### src/rtl/dbg_bridge_fifo_v2.sv
`default_nettype none
// ============================================================================
// Module   : dbg_bridge_fifo_v2
// Purpose  : First-word-fall-through FIFO with occupancy, thresholds and sticky errors.
// Revision : 2.0
// ============================================================================
module dbg_bridge_fifo_v2 #(
    parameter int WIDTH      = 8,
    parameter int DEPTH      = 4,
    parameter int ADDR_W     = 2,
    parameter int AFULL_LVL  = 3,
    parameter int AEMPTY_LVL = 1
) (
    input  logic              clk_i,
    input  logic              rst_i,
    input  logic [WIDTH-1:0]  data_in_i,
    input  logic              push_i,
    input  logic              pop_i,
    input  logic              flush_i,
    input  logic              clr_err_i,
    output logic [WIDTH-1:0]  data_out_o,
    output logic              accept_o,
    output logic              valid_o,
    output logic [ADDR_W:0]   level_o,
    output logic              afull_o,
    output logic              aempty_o,
    output logic              overflow_o,
    output logic              underflow_o
);

    localparam logic [ADDR_W:0]   c_DEPTH   = (ADDR_W+1)'(DEPTH);
    localparam logic [ADDR_W:0]   c_CNT_ONE = (ADDR_W+1)'(1);
    localparam logic [ADDR_W:0]   c_AFULL   = (ADDR_W+1)'(AFULL_LVL);
    localparam logic [ADDR_W:0]   c_AEMPTY  = (ADDR_W+1)'(AEMPTY_LVL);
    localparam logic [ADDR_W-1:0] c_LAST    = ADDR_W'(DEPTH-1);
    localparam logic [ADDR_W-1:0] c_PTR_ONE = ADDR_W'(1);

    logic [WIDTH-1:0]  r_mem [DEPTH];
    logic [ADDR_W-1:0] r_wr_ptr;
    logic [ADDR_W-1:0] r_rd_ptr;
    logic [ADDR_W:0]   r_count;
    logic              r_overflow;
    logic              r_underflow;

    logic              w_accept;
    logic              w_valid;
    logic              w_wr_en;
    logic              w_rd_en;
    logic              w_set_ovf;
    logic              w_set_unf;
    logic [ADDR_W-1:0] w_wr_ptr_nxt;
    logic [ADDR_W-1:0] w_rd_ptr_nxt;
    logic [ADDR_W:0]   w_count_nxt;

    // Handshake flags come only from the registered count: no bypass paths.
    assign w_accept  = (r_count != c_DEPTH);
    assign w_valid   = (r_count != '0);
    assign w_wr_en   = push_i & w_accept & ~flush_i;
    assign w_rd_en   = pop_i  & w_valid  & ~flush_i;
    assign w_set_ovf = push_i & ~w_accept & ~flush_i;
    assign w_set_unf = pop_i  & ~w_valid  & ~flush_i;

    // Explicit wrap so non-power-of-two depths never index past the last entry.
    always_comb begin
        w_wr_ptr_nxt = r_wr_ptr;
        w_rd_ptr_nxt = r_rd_ptr;
        w_count_nxt  = r_count;
        if (w_wr_en) begin
            w_wr_ptr_nxt = (r_wr_ptr == c_LAST) ? '0 : r_wr_ptr + c_PTR_ONE;
        end
        if (w_rd_en) begin
            w_rd_ptr_nxt = (r_rd_ptr == c_LAST) ? '0 : r_rd_ptr + c_PTR_ONE;
        end
        if (w_wr_en && !w_rd_en) begin
            w_count_nxt = r_count + c_CNT_ONE;
        end else if (w_rd_en && !w_wr_en) begin
            w_count_nxt = r_count - c_CNT_ONE;
        end
    end

    always_ff @(posedge clk_i or posedge rst_i) begin
        if (rst_i) begin
            r_wr_ptr <= '0;
            r_rd_ptr <= '0;
            r_count  <= '0;
        end else if (flush_i) begin
            r_wr_ptr <= '0;
            r_rd_ptr <= '0;
            r_count  <= '0;
        end else begin
            r_wr_ptr <= w_wr_ptr_nxt;
            r_rd_ptr <= w_rd_ptr_nxt;
            r_count  <= w_count_nxt;
        end
    end

    // A new error event in the same cycle as a clear keeps the flag set.
    always_ff @(posedge clk_i or posedge rst_i) begin
        if (rst_i) begin
            r_overflow  <= 1'b0;
            r_underflow <= 1'b0;
        end else begin
            if (w_set_ovf) begin
                r_overflow <= 1'b1;
            end else if (clr_err_i) begin
                r_overflow <= 1'b0;
            end
            if (w_set_unf) begin
                r_underflow <= 1'b1;
            end else if (clr_err_i) begin
                r_underflow <= 1'b0;
            end
        end
    end

    always_ff @(posedge clk_i) begin
        if (w_wr_en) begin
            r_mem[r_wr_ptr] <= data_in_i;
        end
    end

    assign data_out_o  = r_mem[r_rd_ptr];
    assign accept_o    = w_accept;
    assign valid_o     = w_valid;
    assign level_o     = r_count;
    assign afull_o     = (r_count >= c_AFULL);
    assign aempty_o    = (r_count <= c_AEMPTY);
    assign overflow_o  = r_overflow;
    assign underflow_o = r_underflow;

endmodule
`default_nettype wire

### config.mk
export PLATFORM = sky130hd
export DESIGN_NAME = dbg_bridge_fifo_v2
export DESIGN_NICKNAME = d
export VERILOG_FILES = /design/src/rtl/dbg_bridge_fifo_v2.sv
export SDC_FILE = /design/constraint.sdc
export NUM_CORES = 1
export LEC_CHECK = 0
export ABC_AREA = 0
export CAP_MARGIN = 5
export CORE_UTILIZATION = 50
export CTS_CLUSTER_SIZE = 8
export DETAILED_ROUTE_END_ITERATION = 6
export PLACE_DENSITY = 0.77
export SLEW_MARGIN = 20
export SYNTH_ARGS = -nofsm -noshare
export SYNTH_HDL_FRONTEND = slang
export SYNTH_SLANG_ARGS = --single-unit
### constraint.sdc
create_clock -name clk_i -period 1.9 [get_ports clk_i]
set_input_delay 0.38 -clock clk_i [delete_from_list [all_inputs] [get_ports clk_i]]
set_output_delay 0.38 -clock clk_i [all_outputs]
set_load 0.05 [all_outputs]
==> qor.txt, run 1 <==
Status: finished with violations
Failing checks: setup timing
Number of synthesized flops with an enable pin: 32
Yosys reg bits: 41
WP buf/inv: 2
I/O pin count: 31
Largest net degree at the start of global routing: 14
Total vias in the final route: 1,097
Pwr dens: 1350 nW/um^2
DR vias/cell: 5.27
R2R Path Start: level_o[0]
Gr usage total: 18.7%
Fmax: 0.522 GHz
Tcrit/Tclk final: 101%
Most frequent cells in the layout: 32 x edfxtp_1, 15 x buf_4, 14 x clkdlybuf4s50_1
Synth area leader: edfxtp_1
Synth area leaders: edfxtp_1 52%, dfrtp_1 12%, mux4_2 9.8%
Min setup slack post-route: -0.0146 ns
H-tree levels: 2
Crit path DAT: 1.53 ns
DIE HEIGHT: 62.7 um
FF-to-FF path depth: 6
Seq/Total Area, Yosys: 64.4%
Worst hold slack: 0.373 ns
Leak: 0.961 nW
Reg2Reg Setup Slack: 0.28 ns
Crit path max fanout: 8
DR WL/cell: 15.5 um
Power share of the sequential group: 34.2%
Setup Fix Bufs, Post-CTS: 0
Mean Syn Cell Area: 16.0 sq um
Core Box Area: 3440 sq um
# hold bufs at CTS: 0
Slew HR: 67.5%
Deepest clock path buffer count: 2
Final slew viol count: 0
Max VDD drop: 0.725 mV
Crit-path leading delay family: multiplexers
TritonCTS Buffers: 5
Final Hold Vio Count: 0
Worst Skew: 0.00887 ns
Global-route wire length before repair: 5390 um
RSZ-0062 raised after global routing: yes
Post-route DRC: 0
Clk pwr share: 19.6%
Post-synthesis cell area: 1840 sq um
Tmin final: 1.91 ns
CP Capture Type: output port
CP Class: reg2out
Post-route ant nets: 0
Final setup TNS: -0.0300 ns
P_int: 2.11 mW
Sw Pwr: 1.24 mW
Critical Path Start Type: flop
ANT cells: 0
Main flop type after synthesis: edfxtp_1
Die width: 62.7 um
Mapped Cells: 115
Clk sink count: 41
Total grt overflow: 0
Worst-path clk slew: 0.07 ns
Crit-path slowest cell: mux4_2
Clock root buffer: clkbuf_8
Crit path cell chain: buf_12, mux4_2, buf_6
R2R Path End: level_o[0]
Worst skew pair latency: 0.28 ns
Final Wtd Congestion: 0.840
Fillers: 207
# rows: 21
Area delta synth->final: 34.7%
Port Buffers: 30
Switch share: 36.9%
Synthesis Warnings: 0
First DRT Iteration DRCs: 42
Total of max-cap violations: 0
Net count after synthesis: 139
Synth top area share: 52.2%
CP Data Required Time: 1.52 ns
Comb pwr share: 46.1%
CTS tree: yes
# nets final: 185
Slew at the pin closest to its max-slew limit: 0.487 ns
Fraction of layout cells with a size suffix above 1: 38.3%
Die ar.: 3930 sq um
Worst Hold Class: in2async
Initial core utilization: 53.5%
Initial antenna violation count: 0
Vias in the first global route: 1,146
FFs w/ async S/R, synth: 22.0%
Power after layout: 3.35 mW
Yosys cell types: 31
Drt pass-1 iters: 6
Worst path max stage delay: 0.51 ns
Final core occ: 72.0%
Finish-stage setup viols: 5
Routed WL: 3230 um
Commonest non-fill, non-tap cell in the layout: edfxtp_1
Hpwl dp: 2530 um
kinds of logic (layout without fill, tap and decap cells):
| kind of cell | Yosys count | in the layout | share of synthesized area, % |
|---|---|---|---|
| xor gates and xnor gates | 2 | 2 | 0.952 |
| buffers and inverters | 12 | 59 | 2.99 |
| AOI/OAI and AO/OA | 16 | 16 | 6.19 |
| muxes | 9 | 9 | 10.4 |
| DFF | 41 | 41 | 64.4 |
| adders and majority gates | 11 | 11 | 7.41 |
| and+or+nand+nor | 24 | 24 | 7.61 |
cell type report:
cell class                      instances  area, sq um  area share, %
Sequential cell                        41         1190           48.0
Clock inverter                          2         35.0           1.41
Timing Repair Buffer                   43          463           18.7
Multi-Input combinational cell         62          626           25.2
Inverter                                8         35.0           1.41
Clock buffer                            6         72.6           2.93
Tap cell                               46         57.6           2.32
power by group through the flow:
stage,combinational (mW),sequential [mW],clock [mW]
after floorplan,0.875,1.23,0
after global placement,1.45,1.15,0
after detailed placement,1.47,1.16,0
after CTS,1.55,1.14,0.675
after global routing,1.64,1.16,0.702
final,1.55,1.15,0.659
flip-flops by register name, indices dropped and copies added (netlist names):
register / cells
overflow_o: 1
level_o: 3
r_mem: 32
r_wr_ptr: 2
underflow_o: 1
r_rd_ptr: 2
cells in the mapped netlist (2+ instances only):
library cell   n
edfxtp_1      32
ha_1          10
dfrtp_1        9
mux4_2         8
a21oi_1        7
inv_1          7
nand2_1        7
and3_1         4
nor2_1         4
nand3_1        2
o21ai_0        2
o22ai_1        2
or3_1          2
xnor2_1        2
repair_timing:
| action | CTS | global route |
|---|---|---|
| setup endpoints to repair | 10 | 10 |
| gates resized for setup | 13 | 4 |
| gates cloned | 0 | 0 |
worst max-delay path by stage:
stage,endpoint,cells past startpoint,slack [ns],from
2_1_floorplan,afull_o,5,-0.04,level_o[2]
3_3_place_gp,level_o[0],5,-0.008,flush_i
3_5_place_dp,level_o[0],5,-0.07,flush_i
4_1_cts,data_out_o[3],3,-0.03,r_rd_ptr[0]
5_1_grt,data_out_o[3],3,-0.06,r_rd_ptr[0]
6_report,data_out_o[3],3,-0.01,r_rd_ptr[0]
per-layer routing:
layer	up-vias	GRT usage (%)	share of wire [%]
met5	-	0	0
met4	0	7.85	0.68
met3	2	4.56	3.5
met2	28	33.0	55
met1	544	21.6	41
li1	523	-	-
per-stage QoR:
stage          cell area (sq um)  worst slack (ns)  instances
4_1_cts                     2470           -0.0317        208
2_1_floorplan               1850           -0.0376        115
5_1_grt                     2480           -0.0593        208
6_report                    2480           -0.0146        208
3_5_place_dp                2320           -0.0685        200
3_3_place_gp                2320          -0.00807        200
No activity file was read; power rests on OpenSTA's default activity.
==> inputs of run 2 (changes only) <==
- CTS_CLUSTER_DIAMETER: unset -> 30
- MAX_ROUTING_LAYER: unset -> met4
==> qor.txt, run 2 (synthesized netlist as in run 1, its figures left out) <==
Status: finished with violations
Failing checks: setup timing
Most frequent cells in the layout: 32 x edfxtp_1, 15 x buf_4, 14 x clkdlybuf4s50_1
Initial core utilization: 53.5% (unchanged)
Core Box Area: 3440 sq um (unchanged)
Setup Fix Bufs, Post-CTS: 0 (unchanged)
Finish-stage setup viols: 4 (-1)
DR vias/cell: 5.27 (about the same)
# hold bufs at CTS: 0 (unchanged)
Critical Path Start Type: flop
Clk sink count: 41 (unchanged)
Fillers: 207 (unchanged)
ANT cells: 0 (unchanged)
Initial antenna violation count: 0 (unchanged)
Die ar.: 3930 sq um (unchanged)
Final Hold Vio Count: 0 (unchanged)
Global-route wire length before repair: 5380 um (-0.11%)
Biggest register: r_mem
Final setup TNS: -0.0264 ns (+0.00361 ns)
Slew HR: 67.5% (unchanged)
Post-route ant nets: 0 (unchanged)
Port Buffers: 30 (unchanged)
Worst skew pair latency: 0.28 ns (about the same)
Worst Hold Class: in2async
CP Capture Type: output port
Hpwl dp: 2530 um (unchanged)
CTS tree: yes
Vias in the first global route: 1,150 (+0.35%)
Drt pass-1 iters: 4 (-2)
Largest net degree at the start of global routing: 14 (unchanged)
Worst Skew: 0.00854 ns (-0.000332 ns)
Final Wtd Congestion: 0.853 (+1.6%)
Fmax: 0.523 GHz (about the same)
Total vias in the final route: 1,096 (-0.091%)
# rows: 21 (unchanged)
Tmin final: 1.91 ns (-0.000962 ns)
RSZ-0062 raised after global routing: yes
Worst hold slack: 0.373 ns (-0.0000210 ns)
Leak: 0.961 nW (unchanged)
First DRT Iteration DRCs: 36 (-14%)
# nets final: 185 (unchanged)
Final slew viol count: 0 (unchanged)
Min setup slack post-route: -0.0137 ns (+0.000962 ns)
Total of max-cap violations: 0 (unchanged)
TritonCTS Buffers: 5 (unchanged)
Worst-path clk slew: 0.07 ns (about the same)
H-tree levels: 2 (unchanged)
I/O pin count: 31 (unchanged)
Slew at the pin closest to its max-slew limit: 0.487 ns (unchanged)
Max VDD drop: 0.724 mV (about the same)
CP Data Required Time: 1.52 ns (about the same)
Die width: 62.7 um (unchanged)
Tcrit/Tclk final: 101% (about the same)
Clock root buffer: clkbuf_8
CP Class: reg2out
Deepest clock path buffer count: 2 (unchanged)
Gr usage total: 19.3% (+0.55 points)
Area delta synth->final: 34.7% (unchanged)
Fraction of layout cells with a size suffix above 1: 38.3% (unchanged)
R2R Path End: level_o[0]
Total grt overflow: 0 (unchanged)
DR WL/cell: 15.4 um (-0.59%)
Reg2Reg Setup Slack: 0.29 ns (about the same)
FF-to-FF path depth: 6 (unchanged)
Max FFs per register: 32 (unchanged)
Routed WL: 3210 um (-0.59%)
DIE HEIGHT: 62.7 um (unchanged)
Post-route DRC: 0 (unchanged)
Crit path DAT: 1.53 ns (about the same)
R2R Path Start: level_o[0]
Pwr dens: 1350 nW/um^2 (about the same)
Crit path max fanout: 8 (unchanged)
Commonest non-fill, non-tap cell in the layout: edfxtp_1
==> run 2: cell counts in the layout (fill, tap and decap cells not counted) <==
No cell type changed its count.
==> run 2: worst max-delay path by stage <==
stage / startpoint / to / slack, ns / cells past startpoint
after detailed placement: flush_i / level_o[0] / -0.07 / 5
after CTS: r_rd_ptr[0] / data_out_o[3] / -0.03 / 3
after global routing: r_rd_ptr[0] / data_out_o[3] / -0.06 / 3
after floorplan: level_o[2] / afull_o / -0.04 / 5
final: r_rd_ptr[0] / data_out_o[3] / -0.01 / 3
after global placement: flush_i / level_o[0] / -0.008 / 5
==> run 2: layout make-up <==
type	count	area [sq um]	area share, %
clock inverter	2	35.0	1.41
tap	46	57.6	2.32
timing repair buffer	43	463	18.7
inverter	8	35.0	1.41
clock buffer	6	72.6	2.93
multi-input combinational	62	626	25.2
sequential	41	1190	48.0
==> run 2: timing repair <==
item,CTS,global route
gates resized for setup,13,4
gates cloned,0,0
endpoints found under the setup margin,10,10
pin swaps,0,0
==> run 2: power by group <==
| group | internal [mW] | switching (mW) |
|---|---|---|
| Sequential | 1.06 | 0.0898 |
| Clock | 0.389 | 0.268 |
| Combinational | 0.668 | 0.879 |
| Total | 2.11 | 1.24 |
==> run 2: metrics by stage <==
stage | utilization [%] | area [sq um] | setup WS, ns | power [mW] | cells
finish | 72.0 | 2480 | -0.0137 | 3.35 | 208
global route | 72.0 | 2480 | -0.0593 | 3.50 | 208
CTS | 71.7 | 2470 | -0.0317 | 3.36 | 208
detailed placement | 67.3 | 2320 | -0.0685 | 2.63 | 200
global placement | 67.3 | 2320 | -0.00807 | 2.60 | 200
floorplan | - | 1850 | -0.0376 | 2.10 | 115
==> run 2: per-layer routing <==
| metal | track usage (%) | part of all wire [%] | wire, um | vias to the layer above |
|---|---|---|---|---|
| met5 | - | 0 | 0 | - |
| met4 | 7.85 | 0.68 | 22 | 0 |
| met3 | 4.38 | 3.0 | 95 | 2 |
| met2 | 33.0 | 55 | 1760 | 22 |
| met1 | 21.7 | 42 | 1340 | 549 |
| li1 | - | - | - | 523 |
==> run 2: worst max-delay path, cell delays in order, from the launching register on <==
cell,delay (ns)
dfrtp_1,0.41
buf_12,0.16
mux4_2,0.51
buf_6,0.17
==> inputs of run 3 (changes only) <==
- CORE_UTILIZATION: 50 -> 30
- CTS_BUF_LIST: unset -> sky130_fd_sc_hd__clkbuf_4
- PLACE_DENSITY: 0.77 -> 0.51
==> qor.txt, run 3 (synthesized netlist as in run 1, its figures left out) <==
Core Box Area: 5920 sq um (+72%)
Status: finished with violations
Hpwl dp: 2470 um (-2.3%)
Switch share: 37.7% (+0.82 points)
Fin cells: 245 (+18%)
Sw Pwr: 1.29 mW (+4.5%)
Final core occ: 43.9% (-28 points)
Crit path cell chain: buf_12, mux4_2, buf_6
Port Buffers: 30 (unchanged)
Final Wtd Congestion: 0.703 (-18%)
Critical Path Start Type: flop
Biggest register: r_mem
Max VDD drop: 0.590 mV (-18%)
DR WL met2: 1760 um (-0.28%)
H-tree levels: 2 (unchanged)
# hold bufs at CTS: 0 (unchanged)
P_int: 2.13 mW (+0.84%)
Post-route DRC: 0 (unchanged)
Final setup TNS: -0.454 ns (-0.427 ns)
DR WL/cell: 14.0 um (-9.7%)
Clk pwr share: 16.1% (-3.5 points)
CTS tree: yes
Placed cell areas: 2360 sq um (+2.1%)
Uppermost layer routed: met4
First DRT Iteration DRCs: 52 (+44%)
Die ar.: 6450 sq um (+64%)
Final instance area: 2600 sq um (+4.8%)
Total grt overflow: 0 (unchanged)
Routed WL: 3420 um (+6.4%)
Commonest non-fill, non-tap cell in the layout: edfxtp_1
Total vias in the final route: 1,102 (+0.55%)
Slew HR: 70.4% (+2.9 points)
Post-route ant nets: 0 (unchanged)
Total of max-cap violations: 0 (unchanged)
Slew at the pin closest to its max-slew limit: 0.444 ns (-0.0427 ns)
Crit-path slowest cell: mux4_2
Comb pwr share: 51.1% (+5.0 points)
Failing checks: setup timing
FF/Latch Area: 1190 sq um (-0.11%)
Multi-input gate area: 674 sq um (+7.8%)
Global-route wire length before repair: 5580 um (+3.6%)
DP Cell Count: 231 (+16%)
Crit path DAT: 1.59 ns (+0.06 ns)
Pwr dens: 1320 nW/um^2 (-2.5%)
Most frequent cells in the layout: 32 x edfxtp_1, 22 x buf_4, 13 x clkdlybuf4s50_1
# nets final: 193 (+4.3%)
# rows: 28 (+33%)
DR WL met3: 120 um (+26%)
CP Class: reg2out
Tcrit/Tclk final: 103% (+2.7 points)
R2R Path End: level_o[1]
Vias in the first global route: 1,170 (+1.7%)
Area delta synth->final: 41.1%
Met1 WL: 1480 um (+11%)
Final Hold Vio Count: 0 (unchanged)
Clock root buffer: clkbuf_4
Worst Skew: 0.0134 ns (+0.00487 ns)
Crit path max fanout: 8 (unchanged)
Max FFs per register: 32 (unchanged)
R2R Path Start: level_o[1]
RSZ-0062 raised after global routing: yes
Worst Hold Class: in2async
Die width: 80.3 um (+28%)
CP Data Required Time: 1.52 ns (about the same)
Min setup slack post-route: -0.0659 ns (-0.0522 ns)
Worst skew pair latency: 0.34 ns (+0.06 ns)
Tmin final: 1.97 ns (+0.0522 ns)
ANT cells: 0 (unchanged)
Reg2Reg Setup Slack: 0.27 ns (-0.02 ns)
Worst hold slack: 0.293 ns (-0.0810 ns)
Initial antenna violation count: 0 (unchanged)
Worst path max stage delay: 0.51 ns (about the same)
Finish-stage setup viols: 8 (+4)
Fillers: 522 (+150%)
Worst-path clk slew: 0.12 ns (+0.05 ns)
Leak: 0.995 nW (+3.6%)
Deepest clock path buffer count: 2 (unchanged)
Fraction of layout cells with a size suffix above 1: 44.1% (+5.8 points)
Initial core utilization: 31.1% (-22 points)
I/O pin count: 31 (unchanged)
Power share of the sequential group: 32.8% (-1.4 points)
DIE HEIGHT: 80.3 um (+28%)
TritonCTS Buffers: 5 (unchanged)
Gr usage total: 12.4% (-6.9 points)
FF-to-FF path depth: 7 (+1)
Fmax: 0.509 GHz (-2.7%)
Final slew viol count: 0 (unchanged)
CP Capture Type: output port
Largest net degree at the start of global routing: 13 (-1)
Drt pass-1 iters: 4 (unchanged)
Clk sink count: 41 (unchanged)
DR vias/cell: 4.50 (-15%)
## run 3: cell count changes in the layout (fill, tap and decap cells not counted), moves of 2 or more
| cell | previous run | this run |
|---|---|---|
| clkbuf_4 | 0 | 6 |
| ha_4 | 1 | 4 |
| buf_4 | 15 | 22 |
| ha_1 | 9 | 6 |
| clkbuf_8 | 5 | 0 |
| inv_4 | 2 | 0 |
| inv_2 | 1 | 3 |
## run 3: critical path, delay by kind of cell (launching register included)
kind | cells | cell delay, ns
buffers and inverters | 2 | 0.32
muxes | 1 | 0.51
DFF | 1 | 0.41
## run 3: through the flow
stage                     power [mW]  setup WS [ns]
final                           3.43        -0.0659
after global routing            3.62         -0.147
after CTS                       3.32         -0.113
after detailed placement        2.65        -0.0331
after global placement          2.64       -0.00650
after floorplan                 2.10        -0.0376
## run 3: worst max path at each step
stage               endpoint  slack (ns)   startpoint  cells after the start
2_1_floorplan        afull_o       -0.04   level_o[2]                      5
3_3_place_gp      level_o[0]      -0.007      flush_i                      5
3_5_place_dp      level_o[0]       -0.03      flush_i                      5
4_1_cts        data_out_o[5]       -0.11  r_rd_ptr[0]                      3
5_1_grt        data_out_o[6]       -0.15  r_rd_ptr[0]                      3
6_report       data_out_o[5]       -0.07  r_rd_ptr[0]                      3
## run 3: area by class of cell
cell class / instances / area share [%]
inverter: 8 / 1.16
clock inverter: 2 / 1.30
clock buffer: 6 / 1.73
timing repair buffer: 51 / 20.5
sequential: 41 / 45.8
multi-input combinational: 62 / 26.0
tap: 75 / 3.61
## run 3: repair_timing
| action | 4_1_cts | 5_1_grt |
|---|---|---|
| gates resized for setup | 14 | 12 |
| pin swaps | 2 | 4 |
| setup buffers | 2 | 4 |
| setup endpoints to repair | 12 | 11 |
## run 3: power groups by stage
| stage | Combinational, mW | Sequential [mW] | Clock (mW) |
|---|---|---|---|
| global route | 1.87 | 1.13 | 0.615 |
| detailed placement | 1.51 | 1.14 | 0 |
| global placement | 1.51 | 1.14 | 0 |
| finish | 1.75 | 1.12 | 0.552 |
| CTS | 1.63 | 1.12 | 0.576 |
| floorplan | 0.875 | 1.23 | 0 |
## run 3: per-layer routing
layer | up-vias | track usage (%)
met5 | - | -
met1 | 534 | 15.0
met2 | 18 | 19.3
li1 | 544 | -
met3 | 6 | 3.86
met4 | 0 | 4.82
